$ cat src/rtl/mole_controller.sv
// Whack-a-mole core: raises one pseudo-random mole per spawn pulse and judges
// debounced button presses as hit, wrong press or timeout with saturating scores.
module mole_controller #(
  parameter int          NUM_MOLES  = 4,
  parameter int          IDX_W      = 2,
  parameter int          SCORE_W    = 8,
  parameter int          TICKS_EASY = 200000000,
  parameter int          TICKS_MED  = 120000000,
  parameter int          TICKS_HARD = 70000000,
  parameter logic [15:0] LFSR_SEED  = 16'hACE1
) (
  input  logic                 CLK100MHZ,
  input  logic                 reset,
  input  logic                 enable,
  input  logic [1:0]           difficulty,
  input  logic [NUM_MOLES-1:0] buttons,
  output logic [NUM_MOLES-1:0] mole_leds,
  output logic                 mole_active,
  output logic                 hit_pulse,
  output logic                 miss_pulse,
  output logic [SCORE_W-1:0]   score,
  output logic [SCORE_W-1:0]   misses
);

  localparam int TIMER_W = 32;

  typedef enum logic {IDLE, UP} state_t;

  state_t               state_q, state_d;
  logic [15:0]          lfsr_q, lfsr_d;
  logic [NUM_MOLES-1:0] btn_q, btn_d;
  logic [IDX_W-1:0]     last_idx_q, last_idx_d;
  logic                 last_valid_q, last_valid_d;
  logic [TIMER_W-1:0]   timer_q, timer_d;
  logic [NUM_MOLES-1:0] mole_leds_q, mole_leds_d;
  logic                 hit_pulse_q, hit_pulse_d;
  logic                 miss_pulse_q, miss_pulse_d;
  logic [SCORE_W-1:0]   score_q, score_d;
  logic [SCORE_W-1:0]   misses_q, misses_d;

  logic [NUM_MOLES-1:0] press;
  logic [IDX_W-1:0]     cand;
  logic [IDX_W-1:0]     spawn_idx;

  function automatic logic [SCORE_W-1:0] sat_inc(input logic [SCORE_W-1:0] v);
    return (&v) ? v : v + 1'b1;
  endfunction

  function automatic logic [TIMER_W-1:0] ticks_for(input logic [1:0] d);
    case (d)
      2'b00:   return TIMER_W'(TICKS_EASY - 1);
      2'b01:   return TIMER_W'(TICKS_MED - 1);
      default: return TIMER_W'(TICKS_HARD - 1);
    endcase
  endfunction

  // Fibonacci LFSR x^16+x^14+x^13+x^11+1 in right-shift form
  function automatic logic [15:0] lfsr_step(input logic [15:0] v);
    return {v[0] ^ v[2] ^ v[3] ^ v[5], v[15:1]};
  endfunction

  assign press = buttons & ~btn_q;
  assign cand  = lfsr_q[IDX_W-1:0];

  // Never spawn twice in a row at the same spot; power-of-two width wraps the +1
  assign spawn_idx = (last_valid_q && (cand == last_idx_q)) ? cand + 1'b1 : cand;

  always_comb begin
    state_d      = state_q;
    lfsr_d       = lfsr_step(lfsr_q);
    btn_d        = buttons;
    last_idx_d   = last_idx_q;
    last_valid_d = last_valid_q;
    timer_d      = timer_q;
    mole_leds_d  = mole_leds_q;
    hit_pulse_d  = 1'b0;
    miss_pulse_d = 1'b0;
    score_d      = score_q;
    misses_d     = misses_q;

    case (state_q)
      IDLE: begin
        if (enable && (difficulty != 2'b11)) begin
          mole_leds_d  = NUM_MOLES'(1) << spawn_idx;
          last_idx_d   = spawn_idx;
          last_valid_d = 1'b1;
          timer_d      = ticks_for(difficulty);
          state_d      = UP;
        end
      end
      UP: begin
        // Any stray press loses, even when the right button is pressed too
        if (|(press & ~mole_leds_q)) begin
          misses_d     = sat_inc(misses_q);
          miss_pulse_d = 1'b1;
          mole_leds_d  = '0;
          state_d      = IDLE;
        end else if (|(press & mole_leds_q)) begin
          score_d      = sat_inc(score_q);
          hit_pulse_d  = 1'b1;
          mole_leds_d  = '0;
          state_d      = IDLE;
        end else if (timer_q == '0) begin
          misses_d     = sat_inc(misses_q);
          miss_pulse_d = 1'b1;
          mole_leds_d  = '0;
          state_d      = IDLE;
        end else begin
          timer_d = timer_q - 1'b1;
        end
      end
      default: state_d = IDLE;
    endcase
  end

  always_ff @(posedge CLK100MHZ) begin
    if (reset) begin
      state_q      <= IDLE;
      lfsr_q       <= LFSR_SEED;
      btn_q        <= '0;
      last_idx_q   <= '0;
      last_valid_q <= 1'b0;
      timer_q      <= '0;
      mole_leds_q  <= '0;
      hit_pulse_q  <= 1'b0;
      miss_pulse_q <= 1'b0;
      score_q      <= '0;
      misses_q     <= '0;
    end else begin
      state_q      <= state_d;
      lfsr_q       <= lfsr_d;
      btn_q        <= btn_d;
      last_idx_q   <= last_idx_d;
      last_valid_q <= last_valid_d;
      timer_q      <= timer_d;
      mole_leds_q  <= mole_leds_d;
      hit_pulse_q  <= hit_pulse_d;
      miss_pulse_q <= miss_pulse_d;
      score_q      <= score_d;
      misses_q     <= misses_d;
    end
  end

  assign mole_leds   = mole_leds_q;
  assign mole_active = (state_q == UP);
  assign hit_pulse   = hit_pulse_q;
  assign miss_pulse  = miss_pulse_q;
  assign score       = score_q;
  assign misses      = misses_q;

endmodule

$ cat config.mk
export PLATFORM = sky130hd
export DESIGN_NAME = mole_controller
export DESIGN_NICKNAME = d
export VERILOG_FILES = /design/src/rtl/mole_controller.sv
export SDC_FILE = /design/constraint.sdc
export NUM_CORES = 1
export LEC_CHECK = 0
export ABC_AREA = 1
export BUFFER_PORTS_ARGS = -buffer_cell sky130_fd_sc_hd__buf_2
export CAP_MARGIN = 20
export CORE_MARGIN = 5
export CORE_UTILIZATION = 60
export DETAILED_ROUTE_END_ITERATION = 6
export PLACE_DENSITY_LB_ADDON = 0.25
export SYNTH_ARGS = -nofsm -noshare
export SYNTH_HDL_FRONTEND = slang
export SYNTH_SLANG_ARGS = --single-unit
$ cat constraint.sdc
create_clock -name CLK100MHZ -period 2.4 [get_ports CLK100MHZ]
set_clock_uncertainty 0.1 [all_clocks]
set_input_delay 0.24 -clock CLK100MHZ [delete_from_list [all_inputs] [get_ports CLK100MHZ]]
set_output_delay 0.24 -clock CLK100MHZ [all_outputs]
set_load 0.05 [all_outputs]
==> out/results.tsv, run 1 <==
stage	metric	value	unit
setup_path	worstPathArrival	2.33	ns
grt	antenna_found_initial	0	
clock_tree	cts.sinks	78	
setup_path	crit_start	timer_q[0]$_SDFFE_PP0P_	
logic_synthesis	ys_ff_latch	78	
sta	fmax	461.3	MHz
logic_synthesis	ys.flop_type	dfxtp_1	
status	run_status	finished, final reports clean	
setup_path	end_kind	flop	
setup_path	critical_path_class	flop to flop	
min_path	min_from	buttons[0]	
grt	grtUsageTotal	24.94	%
pwr	swShare	34.52	%
floorplan	ios	32	
pwr	power_frac_comb	22.0	%
run	drv_cap	0	
placement	portBuffers	31	
clock_tree	cts_hold_buf	0	
sta	rsz0062_at_grt	false	
clock_tree	clk_latency	0.36	ns
finish	nFillCells	610	
routing	drtIter0Drc	343	
clock_tree	cts_buffer_depth	2	
floorplan	die_height	93.81	um
sta	relSlewSlack	61.99	%
logic_synthesis	synth_fp_nets	667	
setup_path	r2r_start	timer_q[0]$_SDFFE_PP0P_	
floorplan	core	6832	um2
clock_tree	path_clk_slew	0.09	ns
logic_synthesis	ys_async_sr_fraction	0	%
finish	layout-drive-gt1-share	11.90	%
pwr	p_leak	2.150	nW
logic_synthesis	yosysWarnings	0	
pwr	internal_power	2.089	mW
routing	firstDrtPassIters	6	
setup_path	max_stage_delay	0.35	ns
routing	ant_nets	0	
setup_path	slowest_stage	dfxtp_1	
finish	layout.nets	696	
pwr	ir_drop	0.4960	mV
floorplan	die_x	93.81	um
grt	grt_start_max_net_pins	55	
placement	gp_congestion	0.9185	
logic_synthesis	synth_edf_count	0	
routing	viasPerCell	5.492	
pwr	switching_power	1.101	mW
finish	final_core_util	68.28	%
finish	design_area	4664	um2
sta	final_hold_viol_count	0	
logic_synthesis	yosysSeqAreaShare	37.05	%
sta	slew_violations	0	
floorplan	row_count	30	
setup_path	worstSetupStartpointType	flop	
sta	setup_viol_count_final	0	
grt	overflow	0	
clock_tree	cts_buffers	9	
placement	detailed_place_hpwl	7250	um
sta	final.period_utilization	90.33	%
clock_tree	postCtsSetupBuffers	0	
sta	worst_pin_slew	0.5667	ns
placement	place_area	4451	um2
pwr	clockPowerShare	33.1	%
routing	post_drt_wl_per_cell	13.38	um
routing	num_vias	4311	
logic_synthesis	avgSynthCellArea	6.434	um2
setup_path	worstPathCellList	inv_1 > ha_1 > nand2_2 > nor2_4 > nand2_2 > nor2_4 > nor2_4 > nand2_4 > nand2_2 > buf_4 > nand2_1 > nand2_1 > nor2_1	
clock_tree	cts_resized	0	
finish	area_growth	10.69	%
clock_tree	cts_tree	built	
logic_synthesis	netlist_instances	655	
logic_synthesis	synth.distinct_cells	28	
floorplan	die_area	8799	um2
logic_synthesis	synth.cell_area	4214	um2
floorplan	start_util	61.68	%
pwr	power_density	683.9	nW/um2
setup_path	crit_fanout	21	
min_path	hp-class	primary input to flop	
routing	drc	0	
pwr	seqPwrFrac	45.0	%
clock_tree	htreeDepth	3	
sta	finalCriticalPeriod	2.168	ns
routing	wl	10500	um
clock_tree	cts-root-buf	clkbuf_8	
grt	grt_pass1_wl	17680	um
sta	fin_setup_tns	0	ns
finish	n_antenna_cell	0	
setup_path	crit_required	2.56	ns
grt	grt_pass1_vias	3896	
[power groups by stage]
| stage | registers [mW] | clock network (mW) | logic, mW |
|---|---|---|---|
| detailed placement | 1.46 | 0 | 0.685 |
| global placement | 1.46 | 0 | 0.668 |
| CTS | 1.43 | 1.07 | 0.691 |
| finish | 1.43 | 1.05 | 0.701 |
| floorplan | 1.48 | 0 | 0.502 |
| global route | 1.44 | 1.13 | 0.787 |
[metrics by stage]
step / setup slack, ns / hold slack (ns) / instances / total power [mW]
after CTS: 0.2368 / 0.002779 / 785 / 3.191
final: 0.2322 / 0.006185 / 785 / 3.190
after floorplan: 0.2297 / 0.2470 / 655 / 1.980
after detailed placement: 0.2503 / 0.2977 / 769 / 2.146
after global placement: 0.3154 / 0.2905 / 769 / 2.127
after global routing: 0.001583 / 0.006884 / 785 / 3.362
[Yosys cell counts (11+ instances only)]
| master | instances | share of area [%] |
|---|---|---|
| inv_1 | 59 | 5.3 |
| xor2_1 | 13 | 2.7 |
| clkbuf_1 | 15 | 1.3 |
| nand4_1 | 13 | 1.9 |
| nand2_1 | 166 | 15 |
| or2_2 | 11 | 1.6 |
| nand3_1 | 71 | 8.4 |
| nor2_1 | 117 | 10 |
| o21ai_0 | 23 | 2.7 |
| dfxtp_1 | 78 | 37 |
| a21oi_1 | 41 | 4.9 |
[final timing paths]
kind / to / slack [ns] / cells after the start
worst max-delay path: timer_q[7]$_SDFFE_PP0P_ / 0.23 / 13
worst min-delay path: btn_q[0]$_SDFF_PP0_ / 0.006 / 3
worst max register to register: timer_q[7]$_SDFFE_PP0P_ / 0.23 / 13
worst min register to register: lfsr_q[3]$_SDFF_PP0_ / 0.31 / 2
[cell type report]
type	instances	area, um2	share of cell area, %
clock inverter	7	90.09	1.931
clock buffer	9	123.9	2.656
inverter	60	225.2	4.828
multi-input combinational	495	2321	49.76
tap	96	120.1	2.575
sequential	78	1562	33.48
timing repair buffer	40	222.7	4.775
[flip-flops by register name (all words and copies together) (netlist names), 2 cells and up]
register	cells
btn_q	4
last_idx_q	2
lfsr_q	16
misses	8
mole_leds	4
score	8
timer_q	32
[kinds of logic after synthesis]
group / count (synthesis) / synth area share [%]
fa+ha+maj: 3 / 0.8908
flops: 78 / 37.05
buf+inv: 82 / 7.868
simple gates: 405 / 41.83
compound gates: 69 / 8.610
xor+xnor: 18 / 3.741
[layer usage]
metal,GRT usage [%],part of all wire [%],vias to the layer above
li1,-,-,2152
met1,32.60,45,1958
met2,40.98,47,177
met3,4.327,6.7,24
met4,9.507,2.0,0
met5,0,0,-
[layout by cell type, fill, tap and decap left out, types with 11 or more instances in the layout]
cell type and n:
nand2_1 166, or2_2 11, xor2_1 13, nor2_1 117
nand4_1 13, inv_1 59, a21oi_1 41, o21ai_0 23
nand3_1 71, buf_2 31, dfxtp_1 78
[worst max-delay path: cells and delay by family (launching register included)]
family,cells,cell delay (ns)
DFF,1,0.35
and+or+nand+nor,10,1.08
adders and majority gates,1,0.22
buffers and inverters,2,0.32
Note: power is estimated with default switching activity, not from simulation.
==> run 2, diff against run 1 <==
Settings changed: CORE_UTILIZATION 60 to 62.
Clock period 2.4 ns to 2.67 ns, I/O delays scaled along.
==> run 2 against run 1 <==
Compared with the run above: first-iteration DRC count shrank 16%; critical path depth is 1 lower; via count decreased by 1.3%; combinational power fell by 12%; non-clock buffer count down 2; largest cell class unchanged.
==> out/results.tsv, run 2 (synthesized netlist as in run 1, its figures left out) <==
stage	metric	value	unit	change
grt	overflow	0		unchanged
routing	firstDrtPassIters	5		-1
grt	use_met2	44.53	%	+3.6 points
finish	layout_commonest_cell	nand2_1		
clock_tree	cts_buffer_depth	2		unchanged
grt	grt_start_max_net_pins	55		unchanged
grt	grtUsageMet1	31.06	%	-1.5 points
clock_tree	cts_buffers	9		unchanged
sta	setup_ws	0.4170	ns	+0.1848 ns
finish	layout.nets	694		-0.29%
placement	gp_congestion	0.9653		+5.1%
sta	final_hold_viol_count	0		unchanged
finish	multi_input_area	2321	um2	unchanged
routing	drc	0		unchanged
floorplan	die_x	92.44	um	-1.5%
sta	worst_pin_slew	0.5741	ns	+0.007392 ns
pwr	seqPwrFrac	45.2	%	+0.2 points
pwr	switching_power	0.9466	mW	-14%
placement	place_ws	0.4322	ns	+0.1819 ns
setup_path	crit_required	2.82	ns	+0.26 ns
pwr	power_frac_comb	21.5	%	-0.5 points
clock_tree	postCtsSetupBuffers	0		unchanged
setup_path	critical_path_class	flop to flop		
finish	largest_reg_flops	32		unchanged
setup_path	worstSetupStartpointType	flop		
grt	met3_usage	3.981	%	-0.35 points
finish	area_growth	9.917	%	
finish	nFillCells	604		-0.98%
grt	gr-max-usage-layer	met2		
grt	grtUsageTotal	25.66	%	+0.72 points
sta	fmax	443.8	MHz	-3.8%
setup_path	worstPathArrival	2.40	ns	+0.07 ns
status	run_status	finished, final reports clean		
min_path	hp-class	primary input to flop		
routing	ant_nets	0		unchanged
floorplan	core	6719	um2	-1.6%
grt	grt_pass1_vias	4084		+4.8%
sta	setup_viol_count_final	0		unchanged
sta	fin_setup_tns	0	ns	unchanged
setup_path	end_kind	flop		
clock_tree	htreeDepth	3		unchanged
floorplan	die_area	8545	um2	-2.9%
clock_tree	cts-root-buf	clkbuf_8		
setup_path	crit_fanout	29		+38%
finish	layout-drive-gt1-share	11.64	%	-0.26 points
sta	final.period_utilization	84.38	%	-5.9 points
grt	antenna_found_initial	0		unchanged
placement	detailed_place_hpwl	7247	um	about the same
floorplan	start_util	62.72	%	+1.0 points
clock_tree	cts.sinks	78		unchanged
sta	finalCriticalPeriod	2.253	ns	+0.08523 ns
sta	rsz0062_at_grt	false		
clock_tree	cts_hold_buf	0		unchanged
floorplan	die_height	92.44	um	-1.5%
finish	seqCellArea	1562	um2	unchanged
sta	slew_violations	0		unchanged
pwr	ir_drop	0.4091	mV	-18%
finish	final_core_util	68.94	%	+0.66 points
finish	top_register	timer_q		
routing	wl	10440	um	-0.59%
grt	grt_pass1_wl	17960	um	+1.6%
sta	relSlewSlack	61.59	%	-0.39 points
floorplan	ios	32		unchanged
pwr	clockPowerShare	33.3	%	+0.2 points
run	drv_cap	0		unchanged
clock_tree	path_clk_slew	0.08	ns	about the same
finish	n_antenna_cell	0		unchanged
clock_tree	clk_latency	0.35	ns	about the same
finish	final_cell_mix	nand2_1, nor2_1, dfxtp_1, nand3_1, inv_1		
floorplan	row_count	30		unchanged
pwr	power_density	617.2	nW/um2	-9.7%
pwr	internal_power	1.912	mW	-8.5%
finish	reg_top3	timer_q: 32 flops, lfsr_q: 16 flops		
clock_tree	cts_tree	built		
clock_tree	cts_resized	0		unchanged
placement	portBuffers	31		unchanged
pwr	p_leak	2.149	nW	about the same
routing	drtIter0Drc	288		-16%
pwr	swShare	33.11	%	-1.4 points
routing	post_drt_wl_per_cell	13.61	um	+1.7%
routing	viasPerCell	5.545		+0.97%
routing	num_vias	4253		-1.3%
==> run 2: changes by cell type in the layout (fill, tap and decap cells not counted), sizes merged <==
cell and change:
clkbuf +2, buf -2, clkinvlp -2, inv -2
clkinv +2
==> run 2: critical path, stage by stage (launching register included) <==
cell     delay (ns)
dfxtp_1        0.33
inv_1          0.07
ha_1           0.22
nand2_2        0.16
nor2_4         0.09
nand2_2        0.10
nor2_4         0.05
nor2_4         0.15
nand2_4        0.06
nand2_2        0.44
nand2_1        0.20
nor2_1         0.13
nor2_1         0.05
==> run 2: power groups by stage <==
stage	Clock, mW	Combinational, mW	Sequential, mW
after floorplan	0	0.451	1.33
after global placement	0	0.591	1.31
after detailed placement	0	0.606	1.32
after CTS	0.963	0.609	1.29
after global routing	1.01	0.700	1.30
final	0.952	0.615	1.29
==> run 2: area by class of cell <==
| cell class | instances | area share [%] |
|---|---|---|
| multi-input cells | 495 | 50.11 |
| flip-flops and latches | 78 | 33.71 |
| inverters | 60 | 4.862 |
| repair buffers | 38 | 4.484 |
| clock buffers | 11 | 3.269 |
| well taps | 80 | 2.161 |
| clock inverters | 5 | 1.405 |
==> run 2: worst paths after layout <==
kind / from / to / slack, ns / cells after the start
worst min-delay path: buttons[3] / btn_q[3]$_SDFF_PP0_ / 0.04 / 3
worst max-delay path: timer_q[0]$_SDFFE_PP0P_ / timer_q[22]$_SDFFE_PP0P_ / 0.42 / 12
worst max register to register: timer_q[0]$_SDFFE_PP0P_ / timer_q[22]$_SDFFE_PP0P_ / 0.42 / 12
worst min register to register: lfsr_q[15]$_SDFF_PP1_ / lfsr_q[14]$_SDFF_PP0_ / 0.31 / 2
==> run 2: layer usage <==
| metal | part of all wire, % | vias up | wire (um) |
|---|---|---|---|
| met4 | 2.7 | 0 | 284 |
| met5 | 0 | - | 0 |
| met1 | 44 | 1949 | 4562 |
| met3 | 5.1 | 30 | 533 |
| met2 | 48 | 133 | 5057 |
| li1 | - | 2141 | - |
==> run 2: per-stage QoR <==
step	instances	hold slack [ns]	power (mW)	cell area [um2]
final	767	0.04003	2.859	4632
after global routing	767	0.04541	3.011	4632
after CTS	767	0.02861	2.861	4632
after detailed placement	751	0.2937	1.922	4415
after global placement	751	0.2927	1.904	4415
after floorplan	655	0.2740	1.780	4214
==> run 3, diff against run 2 <==
Settings changed: CORE_UTILIZATION 62 to 54.
Clock period 2.67 ns to 2 ns, I/O delays scaled along.
==> run 3 against run 2 <==
Compared with the run above: critical endpoint is now score[2]$_SDFFE_PP0P_; highest routed layer unchanged; non-clock buffer count grew 45; final area rose by 9.5%; count of clock-buffer cells in the layout fell by 1; final cell count increased by 8.7%; setup slack got worse by 0.37 ns; sequential power rose by 33%.
==> out/results.tsv, run 3 (synthesized netlist as in run 1, its figures left out) <==
stage	metric	value	unit	change
status	run_status	finished, final reports clean		
setup_path	reg2reg_slack	0.11	ns	-0.31 ns
finish	layout-drive-gt1-share	18.03	%	+6.4 points
routing	drtIter0Drc	312		+8.3%
pwr	internal_power	2.715	mW	+42%
routing	num_vias	4442		+4.4%
setup_path	cpMostUsedCell	nand2_1		
setup_path	worstPathArrival	2.10	ns	-0.30 ns
floorplan	start_util	55.10	%	-7.6 points
sta	final.period_utilization	97.77	%	
setup_path	critical_path_class	primary input to flop		
pwr	clockPowerShare	32.9	%	-0.4 points
clock_tree	htreeDepth	3		unchanged
pwr	seqPwrFrac	42.5	%	-2.7 points
setup_path	r2r-end	score[2]$_SDFFE_PP0P_		
clock_tree	clk_latency	0.36	ns	about the same
sta	rsz0062_at_grt	true		
finish	n_antenna_cell	0		unchanged
routing	firstDrtPassIters	5		unchanged
floorplan	die_area	9671	um2	+13%
floorplan	ios	32		unchanged
grt	grt_pass1_wl	18710	um	+4.1%
sta	setup_ws	0.04465	ns	-0.3723 ns
setup_path	r2r_start	mole_leds[3]$_SDFFE_PP0P_		
pwr	ir_drop	0.4277	mV	+4.5%
routing	drc	0		unchanged
pwr	swShare	32.37	%	-0.74 points
clock_tree	cts_tree	built		
pwr	power	4.014	mW	+40%
finish	top_register	timer_q		
setup_path	slowest_stage	dlygate4sd3_1		
clock_tree	path_clk_slew	0.08	ns	about the same
grt	grtUsageTotal	23.53	%	-2.1 points
pwr	switching_power	1.299	mW	+37%
setup_path	max_stage_delay	0.53	ns	+0.09 ns
setup_path	worst-r2r-cell-count	11		-1
grt	grt_pass1_vias	4242		+3.9%
setup_path	endpoint	score[2]$_SDFFE_PP0P_		
sta	relSlewSlack	72.11	%	+11 points
pwr	power_frac_comb	24.6	%	+3.1 points
sta	fmax	511.4	MHz	
grt	overflow	0		unchanged
setup_path	worstPathCellList	dlygate4sd3_1 > buf_2 > nand2_1 > o21ai_0 > nor2_1 > buf_4 > nand2_1 > inv_1 > nand2_1 > buf_4 > o21ai_0 > nor2_1		
sta	final_hold_viol_count	0		unchanged
routing	ant_nets	0		unchanged
finish	layout.nets	739		+6.5%
setup_path	crit_required	2.15	ns	-0.67 ns
clock_tree	cts-root-buf	clkbuf_8		
clock_tree	cts_buffers	9		unchanged
run	drv_cap	0		unchanged
finish	largest_reg_flops	32		unchanged
finish	final_cell_mix	nand2_1, nor2_1, dfxtp_1, nand3_1, inv_1		
placement	detailed_place_hpwl	8168	um	+13%
routing	wl	11090	um	+6.2%
routing	post_drt_wl_per_cell	13.29	um	-2.3%
min_path	hp-class	primary input to flop		
floorplan	row_count	32		+6.7%
sta	worst_pin_slew	0.4140	ns	-0.1600 ns
sta	finalCriticalPeriod	1.955	ns	
clock_tree	cts.sinks	78		unchanged
finish	nFillCells	668		+11%
placement	place_area	4746	um2	+7.5%
setup_path	crit_start	buttons[2]		
sta	slew_violations	0		unchanged
routing	viasPerCell	5.326		-3.9%
finish	design_area	5072	um2	+9.5%
floorplan	die_height	98.34	um	+6.4%
grt	grt_start_max_net_pins	29		-47%
grt	antenna_found_initial	0		unchanged
pwr	power_density	791.3	nW/um2	+28%
setup_path	crit_fanout	6		-79%
floorplan	core	7647	um2	+14%
setup_path	worstSetupStartpointType	primary input		
floorplan	die_x	98.34	um	+6.4%
setup_path	end_kind	flop		
sta	setup_viol_count_final	0		unchanged
placement	place_ws	0.03731	ns	-0.3949 ns
placement	portBuffers	31		unchanged
placement	gp_congestion	0.9247		-4.2%
finish	area_growth	20.37	%	
finish	layout_commonest_cell	nand2_1		
pwr	p_leak	2.378	nW	+11%
finish	reg_top3	timer_q: 32 flops, lfsr_q: 16 flops		
clock_tree	cts_buffer_depth	2		unchanged
==> run 3: what timing repair did <==
item	in CTS	in global routing
hold buffers	4	0
resized for setup	0	18
hold endpoints to repair	4	0
buffers inserted	0	1
endpoints found under the setup margin	0	50
==> run 3: worst min path at each step <==
stage	depth (start not counted)	slack [ns]	from	endpoint
final	2	0.13	reset	mole_leds[1]$_SDFFE_PP0P_
after global placement	1	0.29	lfsr_q[14]$_SDFF_PP0_	lfsr_q[13]$_SDFF_PP1_
after global routing	2	0.12	reset	lfsr_q[14]$_SDFF_PP0_
after CTS	4	0.11	difficulty[0]	timer_q[19]$_SDFFE_PP0P_
after detailed placement	1	0.29	lfsr_q[14]$_SDFF_PP0_	lfsr_q[13]$_SDFF_PP1_
after floorplan	2	0.21	buttons[0]	btn_q[0]$_SDFF_PP0_
==> run 3: power groups by stage <==
stage,sequential [mW],combinational (mW),clock [mW]
finish,1.71,0.989,1.32
global placement,1.73,0.926,0
detailed placement,1.74,0.946,0
global route,1.72,1.10,1.42
CTS,1.70,0.957,1.34
floorplan,1.77,0.602,0
==> run 3: metrics by stage <==
step,setup TNS (ns),hold slack [ns],util [%],cells
6_report,0,0.1323,66.33,834
3_5_place_dp,0,0.2932,62.06,813
4_1_cts,0,0.1142,65.49,833
2_1_floorplan,0,0.2070,-,655
3_3_place_gp,0,0.2937,62.06,813
5_1_grt,-0.3298,0.1232,66.33,834
==> run 3: area by class of cell <==
class                           count  area [um2]  area share, %
Inverter                           60       225.2          4.440
Multi-Input combinational cell    495        2365          46.62
Clock buffer                       10       127.6          2.516
Tap cell                          102       127.6          2.516
Timing Repair Buffer               83       568.0          11.20
Clock inverter                      6       95.09          1.875
Sequential cell                    78        1564          30.83
==> run 3: worst max-delay path, delay by kind of cell <==
kind	cells	cell delay, ns
buf+inv	5	1.15
simple gates	5	0.56
compound gates	2	0.21
==> run 3: per-layer routing <==
layer | vias up | wire length [um] | track usage (%)
met3 | 24 | 613 | 5.143
met1 | 2039 | 4734 | 28.41
met5 | - | 0 | 0
li1 | 2232 | - | -
met2 | 147 | 5457 | 40.30
met4 | 0 | 280 | 9.874
